===== config.mk =====
export PLATFORM = sky130hd
export DESIGN_NAME = count_display_scanner
export DESIGN_NICKNAME = d
export VERILOG_FILES = /design/src/rtl/count_display_scanner_pkg.sv /design/src/rtl/count_display_scanner_bin2bcd_seq.sv /design/src/rtl/count_display_scanner.sv
export SDC_FILE = /design/constraint.sdc
export NUM_CORES = 1
export LEC_CHECK = 0
export BUFFER_PORTS_ARGS = -buffer_cell sky130_fd_sc_hd__buf_2
export CORE_ASPECT_RATIO = 0.6
export CORE_UTILIZATION = 55
export CTS_BUF_LIST = sky130_fd_sc_hd__clkbuf_4 sky130_fd_sc_hd__clkbuf_8 sky130_fd_sc_hd__clkbuf_16
export DETAILED_ROUTE_END_ITERATION = 8
export PLACE_DENSITY_LB_ADDON = 0.05
export RECOVER_POWER = 25
export SLEW_MARGIN = 0
export SYNTH_ARGS = -nofsm -noshare
export SYNTH_HDL_FRONTEND = slang
export SYNTH_SLANG_ARGS = --single-unit
export TNS_END_PERCENT = 100

===== constraint.sdc =====
create_clock -name clk25 -period 7.3 [get_ports clk25]
set_input_delay 0.73 -clock clk25 [delete_from_list [all_inputs] [get_ports clk25]]
set_output_delay 0.73 -clock clk25 [all_outputs]
set_load 0.005 [all_outputs]

===== src/rtl/count_display_scanner_pkg.sv =====
// Shared definitions for the count display scanner.
// Holds the conversion FSM state type, the 7-segment font for decimal digits,
// the saturation limit and the digit count, plus a segment decode helper.
package count_display_scanner_pkg;

    localparam int NUM_DIGITS = 4;
    localparam int MAX_DISP   = 9999;

    typedef enum logic [1:0] {
        IDLE   = 2'd0,
        CONV   = 2'd1,
        COMMIT = 2'd2
    } conv_state_t;

    // Segment order {g,f,e,d,c,b,a}, active high.
    localparam logic [6:0] SEG_FONT [0:9] = '{
        7'h3F, 7'h06, 7'h5B, 7'h4F, 7'h66,
        7'h6D, 7'h7D, 7'h07, 7'h7F, 7'h6F
    };

    // Nibbles above 9 cannot come out of the converter; they decode dark.
    function automatic logic [6:0] seg_decode(input logic [3:0] nib);
        logic [6:0] s;
        s = '0;
        if (nib <= 4'd9) begin
            s = SEG_FONT[nib];
        end
        return s;
    endfunction

endpackage


===== src/rtl/count_display_scanner_bin2bcd_seq.sv =====
// Sequential binary-to-BCD converter (double dabble, one bit per clock).
// Captures bin_in on start, saturating to MAX_DISP and flagging the overflow,
// then runs CNT_W shift iterations and pulses done for one cycle in COMMIT.
//
// Ports:
//   clk25, rst_n   clock, async active-low reset
//   start          capture request, honoured only in IDLE
//   bin_in         binary value to convert
//   busy           high from the cycle after start until the commit edge
//   done           high during COMMIT; consumer latches bcd/ovf_pending then
//   bcd            BCD result, digit 0 in bits [3:0]
//   ovf_pending    bin_in exceeded MAX_DISP at capture
//
// state  | meaning
// IDLE   | waiting for start
// CONV   | one double-dabble iteration per clock, CNT_W iterations
// COMMIT | result stable, done asserted for one cycle
module count_display_scanner_bin2bcd_seq
    import count_display_scanner_pkg::*;
#(
    parameter int CNT_W    = 14,
    parameter int MAX_DISP = 9999,
    parameter int BCD_W    = 16
) (
    input  logic             clk25,
    input  logic             rst_n,
    input  logic             start,
    input  logic [CNT_W-1:0] bin_in,
    output logic             busy,
    output logic             done,
    output logic [BCD_W-1:0] bcd,
    output logic             ovf_pending
);

    localparam int               ITER_W    = $clog2(CNT_W);
    localparam logic [ITER_W-1:0] LAST_ITER = ITER_W'(CNT_W - 1);
    localparam logic [CNT_W-1:0]  MAX_VAL   = CNT_W'(MAX_DISP);

    conv_state_t       state, state_nxt;
    logic [CNT_W-1:0]  bin_sr, bin_nxt;
    logic [BCD_W-1:0]  bcd_acc, bcd_nxt, bcd_adj;
    logic [ITER_W-1:0] iter, iter_nxt;
    logic              ovf_pend, ovf_nxt;

    function automatic logic [BCD_W-1:0] dabble_adjust(input logic [BCD_W-1:0] acc);
        logic [BCD_W-1:0] r;
        r = acc;
        for (int n = 0; n < BCD_W / 4; n++) begin
            if (acc[4*n +: 4] >= 4'd5) begin
                r[4*n +: 4] = acc[4*n +: 4] + 4'd3;
            end
        end
        return r;
    endfunction

    always_ff @(posedge clk25 or negedge rst_n) begin
        if (!rst_n) begin
            state    <= IDLE;
            bin_sr   <= '0;
            bcd_acc  <= '0;
            iter     <= '0;
            ovf_pend <= 1'b0;
        end else begin
            state    <= state_nxt;
            bin_sr   <= bin_nxt;
            bcd_acc  <= bcd_nxt;
            iter     <= iter_nxt;
            ovf_pend <= ovf_nxt;
        end
    end

    always_comb begin
        state_nxt = state;
        bin_nxt   = bin_sr;
        bcd_nxt   = bcd_acc;
        iter_nxt  = iter;
        ovf_nxt   = ovf_pend;
        done      = 1'b0;
        bcd_adj   = dabble_adjust(bcd_acc);
        case (state)
            IDLE: begin
                if (start) begin
                    if (bin_in > MAX_VAL) begin
                        bin_nxt = MAX_VAL;
                        ovf_nxt = 1'b1;
                    end else begin
                        bin_nxt = bin_in;
                        ovf_nxt = 1'b0;
                    end
                    bcd_nxt   = '0;
                    iter_nxt  = '0;
                    state_nxt = CONV;
                end
            end
            CONV: begin
                // Adjust, then shift {bcd,bin} left by one.
                bcd_nxt  = {bcd_adj[BCD_W-2:0], bin_sr[CNT_W-1]};
                bin_nxt  = {bin_sr[CNT_W-2:0], 1'b0};
                iter_nxt = iter + 1'b1;
                if (iter == LAST_ITER) begin
                    state_nxt = COMMIT;
                end
            end
            COMMIT: begin
                done      = 1'b1;
                state_nxt = IDLE;
            end
            default: state_nxt = IDLE;
        endcase
    end

    assign busy        = (state != IDLE);
    assign bcd         = bcd_acc;
    assign ovf_pending = ovf_pend;

endmodule


===== src/rtl/count_display_scanner.sv =====
// Four-digit multiplexed 7-segment display for a 14-bit count snapshot.
// A load converts cnt_in to BCD in the background; the shown digits only
// change when a conversion commits. A free-running prescaler steps the
// active digit; seg and dig_sel are registered together so they always agree.
//
// Ports:
//   clk25    25 MHz system clock
//   rst_n    async active-low reset
//   cnt_in   count value to snapshot
//   load     single-cycle snapshot request (ignored while busy)
//   busy     conversion in progress
//   seg      segments {g,f,e,d,c,b,a}, active high
//   dp       decimal point, lit on all digits while ovf
//   dig_sel  one-hot digit enable, bit 0 = least significant digit
//   ovf      last snapshot exceeded MAX_DISP
module count_display_scanner
    import count_display_scanner_pkg::*;
#(
    parameter int CNT_W    = 14,
    parameter int DIGITS   = NUM_DIGITS,
    parameter int SCAN_DIV = 12,
    parameter int MAX_DISP = count_display_scanner_pkg::MAX_DISP
) (
    input  logic              clk25,
    input  logic              rst_n,
    input  logic [CNT_W-1:0]  cnt_in,
    input  logic              load,
    output logic              busy,
    output logic [6:0]        seg,
    output logic              dp,
    output logic [DIGITS-1:0] dig_sel,
    output logic              ovf
);

    localparam int IDX_W = $clog2(DIGITS);
    localparam int BCD_W = 4 * DIGITS;

    logic [SCAN_DIV-1:0] prescaler;
    logic [IDX_W-1:0]    dig_idx, idx_nxt;
    logic [BCD_W-1:0]    disp_bcd;
    logic [BCD_W-1:0]    conv_bcd;
    logic                conv_done, conv_ovf;
    logic [3:0]          nib;
    logic                blank;
    logic [6:0]          seg_nxt;
    logic [DIGITS-1:0]   dig_sel_nxt;

    count_display_scanner_bin2bcd_seq #(
        .CNT_W    (CNT_W),
        .MAX_DISP (MAX_DISP),
        .BCD_W    (BCD_W)
    ) u_bin2bcd (
        .clk25       (clk25),
        .rst_n       (rst_n),
        .start       (load),
        .bin_in      (cnt_in),
        .busy        (busy),
        .done        (conv_done),
        .bcd         (conv_bcd),
        .ovf_pending (conv_ovf)
    );

    // seg is computed for the digit that becomes active on this edge, so it
    // lands in the same cycle as the matching dig_sel.
    always_comb begin
        idx_nxt = dig_idx;
        if (&prescaler) begin
            idx_nxt = dig_idx + IDX_W'(1);
        end
        nib = disp_bcd[{idx_nxt, 2'b00} +: 4];
        // Leading zero: this digit and every digit above it are zero.
        blank = (idx_nxt != '0) && ((disp_bcd >> {idx_nxt, 2'b00}) == '0);
        seg_nxt = blank ? 7'h00 : seg_decode(nib);
        dig_sel_nxt = DIGITS'(1) << idx_nxt;
    end

    always_ff @(posedge clk25 or negedge rst_n) begin
        if (!rst_n) begin
            prescaler <= '0;
            dig_idx   <= '0;
            dig_sel   <= DIGITS'(1);
            seg       <= '0;
            disp_bcd  <= '0;
            ovf       <= 1'b0;
        end else begin
            prescaler <= prescaler + 1'b1;
            dig_idx   <= idx_nxt;
            dig_sel   <= dig_sel_nxt;
            seg       <= seg_nxt;
            if (conv_done) begin
                disp_bcd <= conv_bcd;
                ovf      <= conv_ovf;
            end
        end
    end

    assign dp = ovf;

endmodule


==> flow_results.xml <==
<?xml version="1.0" encoding="UTF-8"?>
<metrics>
  <group name="outcome">
    <metric name="run_status" unit="">complete, but fails checks</metric>
    <metric name="violations_in_the_final_reports" unit="">DRC, capacitance limit, slew limit</metric>
  </group>
  <group name="route">
    <metric name="vias_per_cell" unit="">5.77</metric>
    <metric name="routed_wire_length_per_instance" unit="um">16.2</metric>
    <metric name="num_vias" unit="">2861</metric>
    <metric name="drc" unit="">3</metric>
    <metric name="drt_first_pass_iters" unit="">7</metric>
    <metric name="drt-initial-drc-count" unit="">264</metric>
    <metric name="drt-total-wl" unit="um">8030</metric>
    <metric name="ant_nets" unit="">0</metric>
  </group>
  <group name="critical_path">
    <metric name="critPathMaxStageDelay" unit="ps">2860</metric>
    <metric name="worstPathArrival" unit="ps">3660</metric>
    <metric name="crit_path_top_delay_cell" unit="">sky130_fd_sc_hd__clkbuf_1</metric>
    <metric name="timing.critical_path.fanout_max" unit="">79</metric>
    <metric name="timing.critical_path.required" unit="ps">6770</metric>
    <metric name="critical_path_class" unit="">in -&gt; async</metric>
    <metric name="cp.buffers_inverters" unit="">1</metric>
    <metric name="setup.worst_path.start_class" unit="">input port</metric>
    <metric name="endpoint_kind" unit="">async pin</metric>
    <metric name="worst_path_dominant_cell_family" unit="">buffers and inverters</metric>
    <metric name="crit_path_cell_trace" unit="">clkbuf_1</metric>
  </group>
  <group name="timing">
    <metric name="final_period_util" unit="">0.575</metric>
    <metric name="final.hold.worst_slack" unit="ps">486</metric>
    <metric name="max_slew.worst_pin.slew" unit="ps">4170</metric>
    <metric name="layout_min_cycle_time" unit="ps">4200</metric>
    <metric name="setup_total_negative_slack" unit="ps">0</metric>
    <metric name="setup_viol" unit="">0</metric>
    <metric name="timing.final.max_slew_violations" unit="">80</metric>
    <metric name="final_worst_setup_slack" unit="ps">3100</metric>
    <metric name="final_count_of_hold_timing_violations" unit="">0</metric>
    <metric name="clock.fmax" unit="MHz">238</metric>
    <metric name="clock_skew" unit="ps">4.40</metric>
    <metric name="grt_setup_unrepaired" unit="">false</metric>
    <metric name="relSlewSlack" unit="">-1.78</metric>
  </group>
  <group name="die">
    <metric name="core_area" unit="sq um">6820</metric>
    <metric name="core.rowCount" unit="">23</metric>
    <metric name="start_util" unit="">0.584</metric>
    <metric name="ioPinCount" unit="">31</metric>
    <metric name="die_height" unit="um">67.9</metric>
    <metric name="die-width" unit="um">112</metric>
    <metric name="design.die.area" unit="sq um">7600</metric>
  </group>
  <group name="yosys">
    <metric name="avgSynthCellArea" unit="sq um">10.5</metric>
    <metric name="ys_top_cells_by_area" unit="">sky130_fd_sc_hd__dfrtp_1 (49%), sky130_fd_sc_hd__ha_1 (5.3%), sky130_fd_sc_hd__nand2_1 (4.0%), sky130_fd_sc_hd__o21ai_0 (3.9%), sky130_fd_sc_hd__mux2_2 (3.1%)</metric>
    <metric name="synth-seq-cells" unit="">79</metric>
    <metric name="synthesis.instances" unit="">380</metric>
    <metric name="ys_async_sr_fraction" unit="">1.00</metric>
    <metric name="post_synth_instance_area" unit="sq um">3980</metric>
    <metric name="postSynthNetCount" unit="">414</metric>
    <metric name="synth_top_cell_area_share" unit="">0.490</metric>
    <metric name="yosysTopAreaCell" unit="">sky130_fd_sc_hd__dfrtp_1</metric>
    <metric name="synth.yosys.warnings" unit="">0</metric>
    <metric name="dominantRegCellSynth" unit="">sky130_fd_sc_hd__dfrtp_1</metric>
    <metric name="yosysSeqAreaShare" unit="">0.497</metric>
    <metric name="post_synth_num_cell_types" unit="">50</metric>
    <metric name="synth_edf_count" unit="">0</metric>
  </group>
  <group name="placement">
    <metric name="gp_congestion" unit="">0.790</metric>
    <metric name="post-dp-hpwl" unit="um">5570</metric>
    <metric name="placedInstanceArea" unit="sq um">4170</metric>
    <metric name="io_buffer_count" unit="">30</metric>
    <metric name="setup_slack_after_placement" unit="ps">4190</metric>
  </group>
  <group name="pwr">
    <metric name="p_leak" unit="uW">0.00200</metric>
    <metric name="clock_power_share" unit="">0.248</metric>
    <metric name="power.density_cell_area" unit="nW/um^2">378</metric>
    <metric name="power.net_switching" unit="uW">601</metric>
    <metric name="sequentialPowerShare" unit="">0.411</metric>
    <metric name="power_report.internal_total" unit="uW">1080</metric>
    <metric name="netSwitchingFraction" unit="">0.358</metric>
    <metric name="vdd_ir_drop_max" unit="mV">0.218</metric>
    <metric name="comb_power_share" unit="">0.341</metric>
  </group>
  <group name="job">
    <metric name="cap_viol_max_count" unit="">1</metric>
  </group>
  <group name="clock_network">
    <metric name="cts_repair_resize_count" unit="">0</metric>
    <metric name="cts_tree" unit="">done</metric>
    <metric name="clock_latency_at_the_later_pin_of_the_worst_skew_pair" unit="ps">330</metric>
    <metric name="cell_at_the_root_of_the_clock_tree" unit="">sky130_fd_sc_hd__clkbuf_16</metric>
    <metric name="numCtsBuffers" unit="">9</metric>
    <metric name="cts_hold_buf" unit="">0</metric>
    <metric name="clock_tree.htree_level_count" unit="">3</metric>
    <metric name="clk_pin_slew_worst_paths" unit="ps">50</metric>
    <metric name="clock_sink_total" unit="">79</metric>
    <metric name="cts.path.max_buffers" unit="">2</metric>
    <metric name="cts_post_setup_buffers_inserted" unit="">0</metric>
  </group>
  <group name="global_route">
    <metric name="antenna_found_initial" unit="">0</metric>
    <metric name="grt_pass1_vias" unit="">2658</metric>
    <metric name="grt_start_max_net_pins" unit="">80</metric>
    <metric name="grt_util_all_layers" unit="">0.240</metric>
    <metric name="grt_pass1_wl" unit="um">13600</metric>
    <metric name="grt.overflow.total" unit="">0</metric>
  </group>
  <group name="finish">
    <metric name="multi_input_area" unit="sq um">1840</metric>
    <metric name="final_nets" unit="">438</metric>
    <metric name="syn2layout_area_growth" unit="%">11.4</metric>
    <metric name="final_non_filler_cell_area" unit="sq um">4440</metric>
    <metric name="fillCellCount" unit="">537</metric>
    <metric name="antenna-diode-count" unit="">0</metric>
    <metric name="drive_gt1_frac" unit="">0.171</metric>
    <metric name="sequential_cell_area" unit="sq um">1980</metric>
  </group>
  <group name="min_path">
    <metric name="worst_hold_path_type" unit="">reg -&gt; reg</metric>
  </group>
</metrics>
[cell usage in the layout (no fill, tap or decap), types with 2 or more instances in the layout]
cell type and instances:
sky130_fd_sc_hd__mux4_2 2, sky130_fd_sc_hd__nand2b_1 7, sky130_fd_sc_hd__or3_1 2, sky130_fd_sc_hd__ha_1 17, sky130_fd_sc_hd__a21oi_1 16, sky130_fd_sc_hd__a32o_1 4, sky130_fd_sc_hd__nor4_1 3, sky130_fd_sc_hd__nor2_1 20
sky130_fd_sc_hd__o21ai_0 31, sky130_fd_sc_hd__inv_1 21, sky130_fd_sc_hd__o21ai_1 5, sky130_fd_sc_hd__mux2i_1 4, sky130_fd_sc_hd__nand2_1 42, sky130_fd_sc_hd__mux2_2 11, sky130_fd_sc_hd__a222oi_1 4, sky130_fd_sc_hd__nor3_1 5
sky130_fd_sc_hd__nor2b_1 3, sky130_fd_sc_hd__clkbuf_4 6, sky130_fd_sc_hd__clkbuf_16 9, sky130_fd_sc_hd__nor4_4 2, sky130_fd_sc_hd__xnor2_1 14, sky130_fd_sc_hd__and2_1 3, sky130_fd_sc_hd__o32ai_1 4, sky130_fd_sc_hd__a22oi_1 8
sky130_fd_sc_hd__nand4_1 3, sky130_fd_sc_hd__nand3_1 19, sky130_fd_sc_hd__and3_1 2, sky130_fd_sc_hd__buf_2 29, sky130_fd_sc_hd__xor2_1 6, sky130_fd_sc_hd__dfrtp_1 78, sky130_fd_sc_hd__clkbuf_1 2, sky130_fd_sc_hd__o31ai_1 6
[final timing paths]
check | to | slack (ps) | cells after the start | start
worst max-delay path | u_bin2bcd.bcd[10] | 3100 | 1 | rst_n
worst min-delay path | u_bin2bcd.bin_sr[12] | 490 | 2 | u_bin2bcd.bin_sr[11]
worst max register to register | seg[4] | 4160 | 10 | prescaler[0]
worst min register to register | u_bin2bcd.bin_sr[12] | 490 | 2 | u_bin2bcd.bin_sr[11]
max in group clk25 | seg[4] | 4160 | 10 | prescaler[0]
min in group asynchronous | u_bin2bcd.ovf_pending | 1840 | 1 | rst_n
[cell type report]
class                      instances  area share
tap                               87      0.0245
clock buffer                      15      0.0609
clock inverter                     1     0.00113
multi-input combinational        261       0.414
timing repair buffer              32      0.0361
sequential                        79       0.446
inverter                          21      0.0178
[stage by stage]
stage	instances	total power (uW)	utilization
floorplan	380	1110	-
global placement	480	1240	0.611
detailed placement	480	1270	0.611
CTS	496	1690	0.652
global route	496	1810	0.651
finish	496	1680	0.651
[cells by family (layout without fill, tap and decap cells)]
group / after synthesis / count (layout) / synth area share
AND/OR/NAND/NOR: 117 / 117 / 0.152
AO/OA/AOI/OAI: 87 / 87 / 0.148
flip-flops: 79 / 79 / 0.497
buffers and inverters: 40 / 69 / 0.0424
XOR/XNOR: 20 / 20 / 0.0440
multiplexers: 19 / 19 / 0.0609
adder cells (fa/ha/maj): 18 / 18 / 0.0559
[routing by layer]
metal  vias to the layer above  part of all wire  GRT usage
met5                         -                 0          0
met4                         0             0.011     0.0760
met3                         7             0.056     0.0664
met2                        60              0.39      0.321
met1                      1399              0.54      0.369
li1                       1395                 -          -
[power groups by stage]
stage	sequential [uW]	combinational (uW)	clock, uW
detailed placement	692	575	0
global route	708	657	444
finish	689	571	415
floorplan	656	451	0
global placement	686	558	0
CTS	687	580	426
[state kept, by name (all words and copies together), names as in the netlist, 2 cells and up]
register / cells
seg: 7
u_bin2bcd.bin_sr: 14
dig_sel: 4
disp_bcd: 16
u_bin2bcd.bcd: 16
u_bin2bcd.state: 2
dig_idx: 2
u_bin2bcd.iter: 4
prescaler: 12
[cell usage after synthesis, types with 4 or more instances]
master                     number
sky130_fd_sc_hd__a21oi_1       16
sky130_fd_sc_hd__a222oi_1       4
sky130_fd_sc_hd__a22oi_1        8
sky130_fd_sc_hd__a32o_1         4
sky130_fd_sc_hd__and2_1         4
sky130_fd_sc_hd__clkbuf_1      15
sky130_fd_sc_hd__dfrtp_1       78
sky130_fd_sc_hd__ha_1          17
sky130_fd_sc_hd__inv_1         21
sky130_fd_sc_hd__mux2_2        11
sky130_fd_sc_hd__mux2i_1        4
sky130_fd_sc_hd__nand2_1       42
sky130_fd_sc_hd__nand2b_1       7
sky130_fd_sc_hd__nand3_1       19
sky130_fd_sc_hd__nor2_1        20
sky130_fd_sc_hd__nor3_1         5
sky130_fd_sc_hd__o21ai_0       31
sky130_fd_sc_hd__o21ai_1        5
sky130_fd_sc_hd__o31ai_1        6
sky130_fd_sc_hd__o32ai_1        4
sky130_fd_sc_hd__xnor2_1       14
sky130_fd_sc_hd__xor2_1         6
Note: power is estimated with default switching activity, not from simulation.
